### src/rtl/retreo_out_capture.sv
// retreo_out_capture: watches the ReTReO core's Out_Reg port and queues every
// new value in a small show-ahead FIFO. A valid/ready port drains the FIFO.
// stall_req is raised one entry before the FIFO is full so the core can be held.
// Optional build macro RETREO_OUT_TIMESTAMP_EN stores a 16-bit cycle timestamp
// with each entry and presents it on m_time.
module retreo_out_capture #(
    parameter int WIDTH = 16,
    parameter int DEPTH = 8,
    localparam int AW = $clog2(DEPTH)
) (
    input  logic             clk,
    input  logic             rst_n,
    input  logic [WIDTH-1:0] Out_Reg,
    input  logic             cap_en,
    output logic             m_valid,
    input  logic             m_ready,
    output logic [WIDTH-1:0] m_data,
`ifdef RETREO_OUT_TIMESTAMP_EN
    output logic [15:0]      m_time,
`endif
    output logic [AW:0]      count,
    output logic             full,
    output logic             empty,
    output logic             overflow,
    input  logic             ovf_clr,
    output logic             stall_req
);

`ifdef RETREO_OUT_TIMESTAMP_EN
    localparam int EW = WIDTH + 16;
`else
    localparam int EW = WIDTH;
`endif

    localparam logic [AW:0] DEPTH_C = (AW+1)'(DEPTH);

    logic [EW-1:0]    mem [DEPTH];
    logic [AW-1:0]    wr_ptr_reg;
    logic [AW-1:0]    rd_ptr_reg;
    logic [AW:0]      count_reg;
    logic             overflow_reg;
    logic             prev_valid_reg;
    logic [WIDTH-1:0] prev_reg;
    logic [EW-1:0]    entry_next;
    logic [EW-1:0]    head;

    logic pop;
    logic push_req;
    logic push;
    logic drop;

`ifdef RETREO_OUT_TIMESTAMP_EN
    logic [15:0] ts_reg;

    // Free-running cycle counter; wraps naturally at 16 bits.
    always_ff @(posedge clk or negedge rst_n) begin
        if (!rst_n) begin
            ts_reg <= '0;
        end else begin
            ts_reg <= ts_reg + 16'd1;
        end
    end

    assign entry_next = {ts_reg, Out_Reg};
    assign m_time     = head[EW-1:WIDTH];
`else
    assign entry_next = Out_Reg;
`endif

    // Flags decode straight from the registered occupancy.
    assign count     = count_reg;
    assign full      = (count_reg == DEPTH_C);
    assign empty     = (count_reg == '0);
    assign m_valid   = !empty;
    assign stall_req = (count_reg >= (DEPTH_C - (AW+1)'(1)));
    assign overflow  = overflow_reg;

    // Show-ahead head: the entry at rd_ptr is always on the output.
    assign head   = mem[rd_ptr_reg];
    assign m_data = head[WIDTH-1:0];

    // Handshake and change-detect decisions for this edge.
    always_comb begin
        pop      = m_valid && m_ready;
        push_req = cap_en && (!prev_valid_reg || (Out_Reg != prev_reg));
        push     = push_req && (!full || pop);
        drop     = push_req && full && !pop;
    end

    // Storage array; contents are not reset, only qualified by count.
    always_ff @(posedge clk) begin
        if (push) begin
            mem[wr_ptr_reg] <= entry_next;
        end
    end

    // Pointers, occupancy, last-seen value and the sticky drop flag.
    always_ff @(posedge clk or negedge rst_n) begin
        if (!rst_n) begin
            wr_ptr_reg     <= '0;
            rd_ptr_reg     <= '0;
            count_reg      <= '0;
            overflow_reg   <= 1'b0;
            prev_valid_reg <= 1'b0;
            prev_reg       <= '0;
        end else begin
            if (cap_en) begin
                prev_reg       <= Out_Reg;
                prev_valid_reg <= 1'b1;
            end
            if (push) begin
                wr_ptr_reg <= wr_ptr_reg + AW'(1);
            end
            if (pop) begin
                rd_ptr_reg <= rd_ptr_reg + AW'(1);
            end
            case ({push, pop})
                2'b10:   count_reg <= count_reg + (AW+1)'(1);
                2'b01:   count_reg <= count_reg - (AW+1)'(1);
                default: count_reg <= count_reg;
            endcase
            // A drop in the same cycle as a clear keeps the flag set.
            if (drop) begin
                overflow_reg <= 1'b1;
            end else if (ovf_clr) begin
                overflow_reg <= 1'b0;
            end
        end
    end

endmodule

### config.mk
export PLATFORM = sky130hd
export DESIGN_NAME = retreo_out_capture
export DESIGN_NICKNAME = d
export VERILOG_FILES = /design/src/rtl/retreo_out_capture.sv
export SDC_FILE = /design/constraint.sdc
export NUM_CORES = 1
export LEC_CHECK = 0
export ABC_CLOCK_PERIOD_IN_PS = 3600
export CAP_MARGIN = 20
export CELL_PAD_IN_SITES_DETAIL_PLACEMENT = 1
export CELL_PAD_IN_SITES_GLOBAL_PLACEMENT = 2
export CORE_AREA = 2 2 113 137
export CTS_CLUSTER_DIAMETER = 50
export DETAILED_ROUTE_END_ITERATION = 7
export DIE_AREA = 0 0 115 139
export PLACE_DENSITY = 0.8
export SYNTH_ARGS = -nofsm -noshare
export SYNTH_HDL_FRONTEND = slang
export SYNTH_SLANG_ARGS = --single-unit
### constraint.sdc
create_clock -name clk -period 3.6 [get_ports clk]
set_clock_uncertainty 0.05 [all_clocks]
set_input_delay 0.36 -clock clk [delete_from_list [all_inputs] [get_ports clk]]
set_output_delay 0.36 -clock clk [all_outputs]
set_load 0.01 [all_outputs]
# [Word-level counts from Yosys, hierarchy flattened]
# Memories as Yosys holds them, arrays and structs flattened.
# Cells that the tools add are included.
[word_totals] ramBits=128 register_bits=28 input_bits=21 out_inout_bits=25 word_cells=35 n_memories=1
[mem_list] memory="mem" words=8 width=16 rd=1 rd_clocked_by_memory_dff=0 write_ports=1 line_no="37" text="logic [EW-1:0] mem [DEPTH];"
[classes] n_reduce_logical=14 muxes=5 add_sub_neg=4 order_cmp=1 n_eq_ne=4
[ops] op="$ne 16x16->1" count=1
[ops] op="$pmux 4 s2" count=1
[ops] op="$add 3x1->3 const B" count=2
[ops] op="$logic_and 1x1->1" count=5
[ops] op="$add 4x1->4 const B" count=1
[ops] op="$eq 4x4->1 const B" count=1
[ops] op="$ge 4x3->1 const B" count=1
[ops] op="$logic_not 1->1" count=4
[ops] op="$logic_not 4->1" count=1
[ops] op="$mux 1" count=4
[ops] op="$reduce_bool 2->1" count=2
[ops] op="$sub 4x1->4 const B" count=1
[ops] op="$eq 2x1->1 const B" count=1
[ops] op="$eq 2x2->1 const B" count=1
[ops] op="$logic_or 1x1->1" count=2

# [Longest topological paths before layout]
[logic_depth] ltp_word=7 depth_mapped=11 ltp_nobuf=11

# [Worst setup path before layout]
# No wires, ideal clock.
[synth_timing] kind="input to register" from="input port m_ready" to="memory mem[3][0] (netlist bit), enable pin" slack_ps=787 setup_time_ps=413 arrival_ps=2350 required_ps=3137 stages=5 n_path_buf=1 cell_sequence="clkbuf_1 -> inv_1 -> nand2_1 -> o2111ai_1 -> nor3b_1"
[synth_via] elab_chain_cells=5
[synth_rtl] item="from (decl)" line_no="16" text="input logic m_ready,"
[synth_rtl] item="$logic_and 1x1->1" line_no="84" text="pop = m_valid && m_ready;"
[synth_rtl] item="$logic_or 1x1->1" line_no="86" text="push = push_req && (!full || pop);"
[synth_rtl] item="$logic_and 1x1->1" line_no="86"
[synth_rtl] item="$mux 1" line_no="92" text="if (push) begin"
[synth_rtl] item="$mux 1 (implied by the code)" line_no="93" text="mem[wr_ptr_reg] <= entry_next;"
[synth_rtl] item="to (decl)" line_no="37"
# No other way between the ends.

# [Worst setup path after layout]
[layout_timing] from="input port Out_Reg[14]" to="register count_reg[3] (netlist: count[3])"
[layout_via] elab_chain_cells=6 word_cells_on_any_way=8 classes_between="eq/ne (3); mux (1); reduce/logical (4)"
[layout_rtl] item="from (decl)" line_no="13" text="input logic [WIDTH-1:0] Out_Reg,"
[layout_rtl] item="$ne 16x16->1 *" line_no="85" text="push_req = cap_en && (!prev_valid_reg || (Out_Reg != prev_reg));"
[layout_rtl] item="$logic_or 1x1->1 *" line_no="85"
[layout_rtl] item="$logic_and 1x1->1 *" line_no="85"
[layout_rtl] item="$logic_and 1x1->1 *" line_no="86"
[layout_rtl] item="$eq 2x1->1 or $eq 2x2->1 (tied branches)" line_no="117" text="case ({push, pop})"
[layout_rtl] item="$pmux 4 s2 or $reduce_bool 2->1 (tied branches)"
[layout_rtl] item="to (signal assigned)" line_no="118" text="2'b10: count_reg <= count_reg + (AW+1)'(1);"
[layout_rtl] item="to (signal assigned)" line_no="119" text="2'b01: count_reg <= count_reg - (AW+1)'(1);"
[layout_rtl] item="to (signal assigned)" line_no="120" text="default: count_reg <= count_reg;"
[layout_rtl] item="to (decl)" line_no="40" text="logic [AW:0] count_reg;"
# Every way passes the cells marked *; elsewhere a longest branch is shown, timed or not.
# A chain may end at the register's enable or synchronous reset.

==> results.json <==
{
  "synth_xor_area_frac": 0.0284,
  "worstPathRequired_ns": 3.90,
  "outcome": "finished clean",
  "grt_pass1_wl_um": 22100,
  "worst_pin_slew_ns": 1.00,
  "die_w_um": 115,
  "n_fill_cell": 1359,
  "place_congestion": 0.775,
  "clock_latency_ns": 0.41,
  "setup_viol": 0,
  "layout_setup_ws_ns": 0.324,
  "ys_seq_area_frac": 0.703,
  "nets": 451,
  "synth-simple-area-share": 0.0385,
  "drtAntennaViolNets": 0,
  "synthTopCellsByArea": "edfxtp_1 (59%), mux4_2 (11%), dfrtp_1 (11%), mux2_2 (5.9%), xor2_1 (2.2%)",
  "num_vias": 3454,
  "arrival_ns": 3.58,
  "critPathLaunch": "Out_Reg[14]",
  "cts_resized": 0,
  "max_cap_violations": 0,
  "core-area_um2": 14700,
  "antenna_found_initial": 0,
  "cts_setup_buffers": 0,
  "period_needed_ns": 3.28,
  "n_antenna_cell": 0,
  "largest_reg_flops": 128,
  "pre_cts_slack_ns": -0.231,
  "grt_pass1_vias": 3900,
  "cts_buffers": 17,
  "netlist.area_leader.share": 0.595,
  "cts_tree": "yes",
  "p_leak_nw": 2.77,
  "drc": 0,
  "fin_area_um2": 7990,
  "synth_nets": 368,
  "layout-drive-gt1-share": 0.326,
  "finalHoldViolCount": 0,
  "ctsRootBufferMaster": "clkbuf_16",
  "syn_area_um2": 6460,
  "seqCellArea_um2": 4550,
  "port_buffers": 45,
  "htree_levels": 4,
  "grt_overflow_total": 0,
  "dr.pass1.iters": 4,
  "final_common_cell": "edfxtp_1",
  "io_pins": 46,
  "cellPowerDensity_nw_per_um2": 791,
  "critPathKind": "input pin to flip-flop",
  "start_kind": "input pin",
  "fmax_ghz": 0.305,
  "track_usage": 0.189,
  "synth_seq_cells": 156,
  "drt-wirelength-per-cell_um": 22.6,
  "multiInputGateArea_um2": 1830,
  "dieArea_um2": 16000,
  "critPathSlowestCell": "clkdlybuf4s50_1",
  "synthAdderAreaFrac": 0.0108,
  "synth_top_family_by_area": "multiplexers",
  "cts.sinks": 156,
  "place_area_um2": 7390,
  "path_cells": "clkdlybuf4s50_1 > xor2_1 > nor4_1 > nand3_1 > o21ai_0 > and2_1 > ha_1 > a21oi_1 > and3b_1 > nand2_1 > a211o_1 > nand4_1",
  "final_cell_mix": "edfxtp_1 (128), clkdlybuf4s50_1 (45), mux2_2 (34), buf_4 (34), mux4_2 (32)",
  "die_h_um": 139,
  "r2r-start": "prev_reg[15]$_DFFE_PN0P_",
  "synth.distinct_cells": 40,
  "rows": 49,
  "synth_compound_area_frac": 0.0269,
  "slowest_delay_ns": 0.58,
  "cp-end-kind": "flip-flop",
  "drt_iter0_drc": 184,
  "grt_max_degree": 29,
  "whs_ns": 0.275,
  "yosys_warnings": 0,
  "dpl.hpwl_um": 9150,
  "rsz0062_at_grt": "no",
  "hold_buffers": 0,
  "synth_cells": 342,
  "slew_viol_final": 0,
  "vias_per_cell": 5.61,
  "wl_um": 13900,
  "period_share": 0.910,
  "cts.path.max_buffers": 2,
  "initial_core_util": 0.439,
  "syn_area_per_cell_um2": 18.9,
  "finalPower_mw": 6.32,
  "yosysTopAreaCell": "edfxtp_1",
  "area_delta_synth_final_pct": 23.5,
  "synthMuxAreaShare": 0.174,
  "peakVddDrop_mv": 0.335,
  "clk_pin_slew_worst_paths_ns": 0.06,
  "min_path_type": "input pin to async pin",
  "maxSlewHeadroom": 0.328,
  "cp_max_fo": 10,
  "final_util": 0.543
}
## synthesized netlist by cell type, drive strengths merged
library cell	instances
a211o	1
a21boi	2
a21o	2
a21oi	5
a31oi	1
and2	1
and3b	1
buf	8
clkbuf	10
dfrtp	28
edfxtp	128
fa	1
ha	4
inv	8
mux2	34
mux2i	2
mux4	32
nand2	10
nand2b	2
nand3	5
nand4	1
nor2	6
nor3	5
nor3b	4
nor4	4
nor4b	1
o2111ai	5
o211ai	1
o21ai	2
o22ai	1
o41ai	2
or2	1
or3	2
or4	1
xnor2	5
xor2	16
## routing by layer
metal  vias to the layer above  share of wire  global-route usage
met2                        87           0.53               0.318
met1                      1820           0.41               0.243
met5                         -              0                   0
li1                       1527              -                   -
met4                         0          0.019              0.0717
met3                        20          0.044              0.0363
## report_power, final
part	switching [mW]	leakage [nW]	total, mW	internal, mW
clock network	0.710	0.276	1.80	1.09
logic	0.853	1.00	1.98	1.12
registers	0.280	1.49	2.54	2.26
## final timing paths
| check | end | slack, ns | depth (start not counted) |
|---|---|---|---|
| worst max-delay path | count[3]$_DFFE_PN0P_ | 0.32 | 12 |
| worst min-delay path | count[3]$_DFFE_PN0P_ | 0.27 | 2 |
| worst max register to register | count[3]$_DFFE_PN0P_ | 0.50 | 11 |
| worst min register to register | prev_valid_reg$_DFFE_PN0P_ | 0.43 | 1 |
| max in group asynchronous | rd_ptr_reg[0]$_DFFE_PN0P_ | 2.91 | 2 |
| min in group clk | prev_valid_reg$_DFFE_PN0P_ | 0.43 | 1 |
## cell type report
cell class,count,share of cell area
repair buffers,82,0.0948
inverters,8,0.00376
clock inverters,13,0.0210
multi-input cells,160,0.229
flip-flops and latches,156,0.569
well taps,178,0.0279
clock buffers,19,0.0542
## cells by family after synthesis
kind of cell / Yosys count
DFF: 156
muxes: 68
and+or+nand+nor: 44
buffers and inverters: 26
AOI/OAI and AO/OA: 22
xor gates and xnor gates: 21
adders and majority gates: 5
## per-stage QoR
stage | setup TNS (ns) | instances
2_1_floorplan | 0 | 342
3_3_place_gp | -0.258 | 583
3_5_place_dp | -0.290 | 584
4_1_cts | 0 | 616
5_1_grt | 0 | 616
6_report | 0 | 616
## worst max-delay path: cells and delay by family
kind	cells	cell delay, ns
and+or+nand+nor	6	1.33
buffers and inverters	1	0.58
xor gates and xnor gates	1	0.22
AOI/OAI and AO/OA	3	0.82
adders and majority gates	1	0.27
No activity file was read; power rests on OpenSTA's default activity.
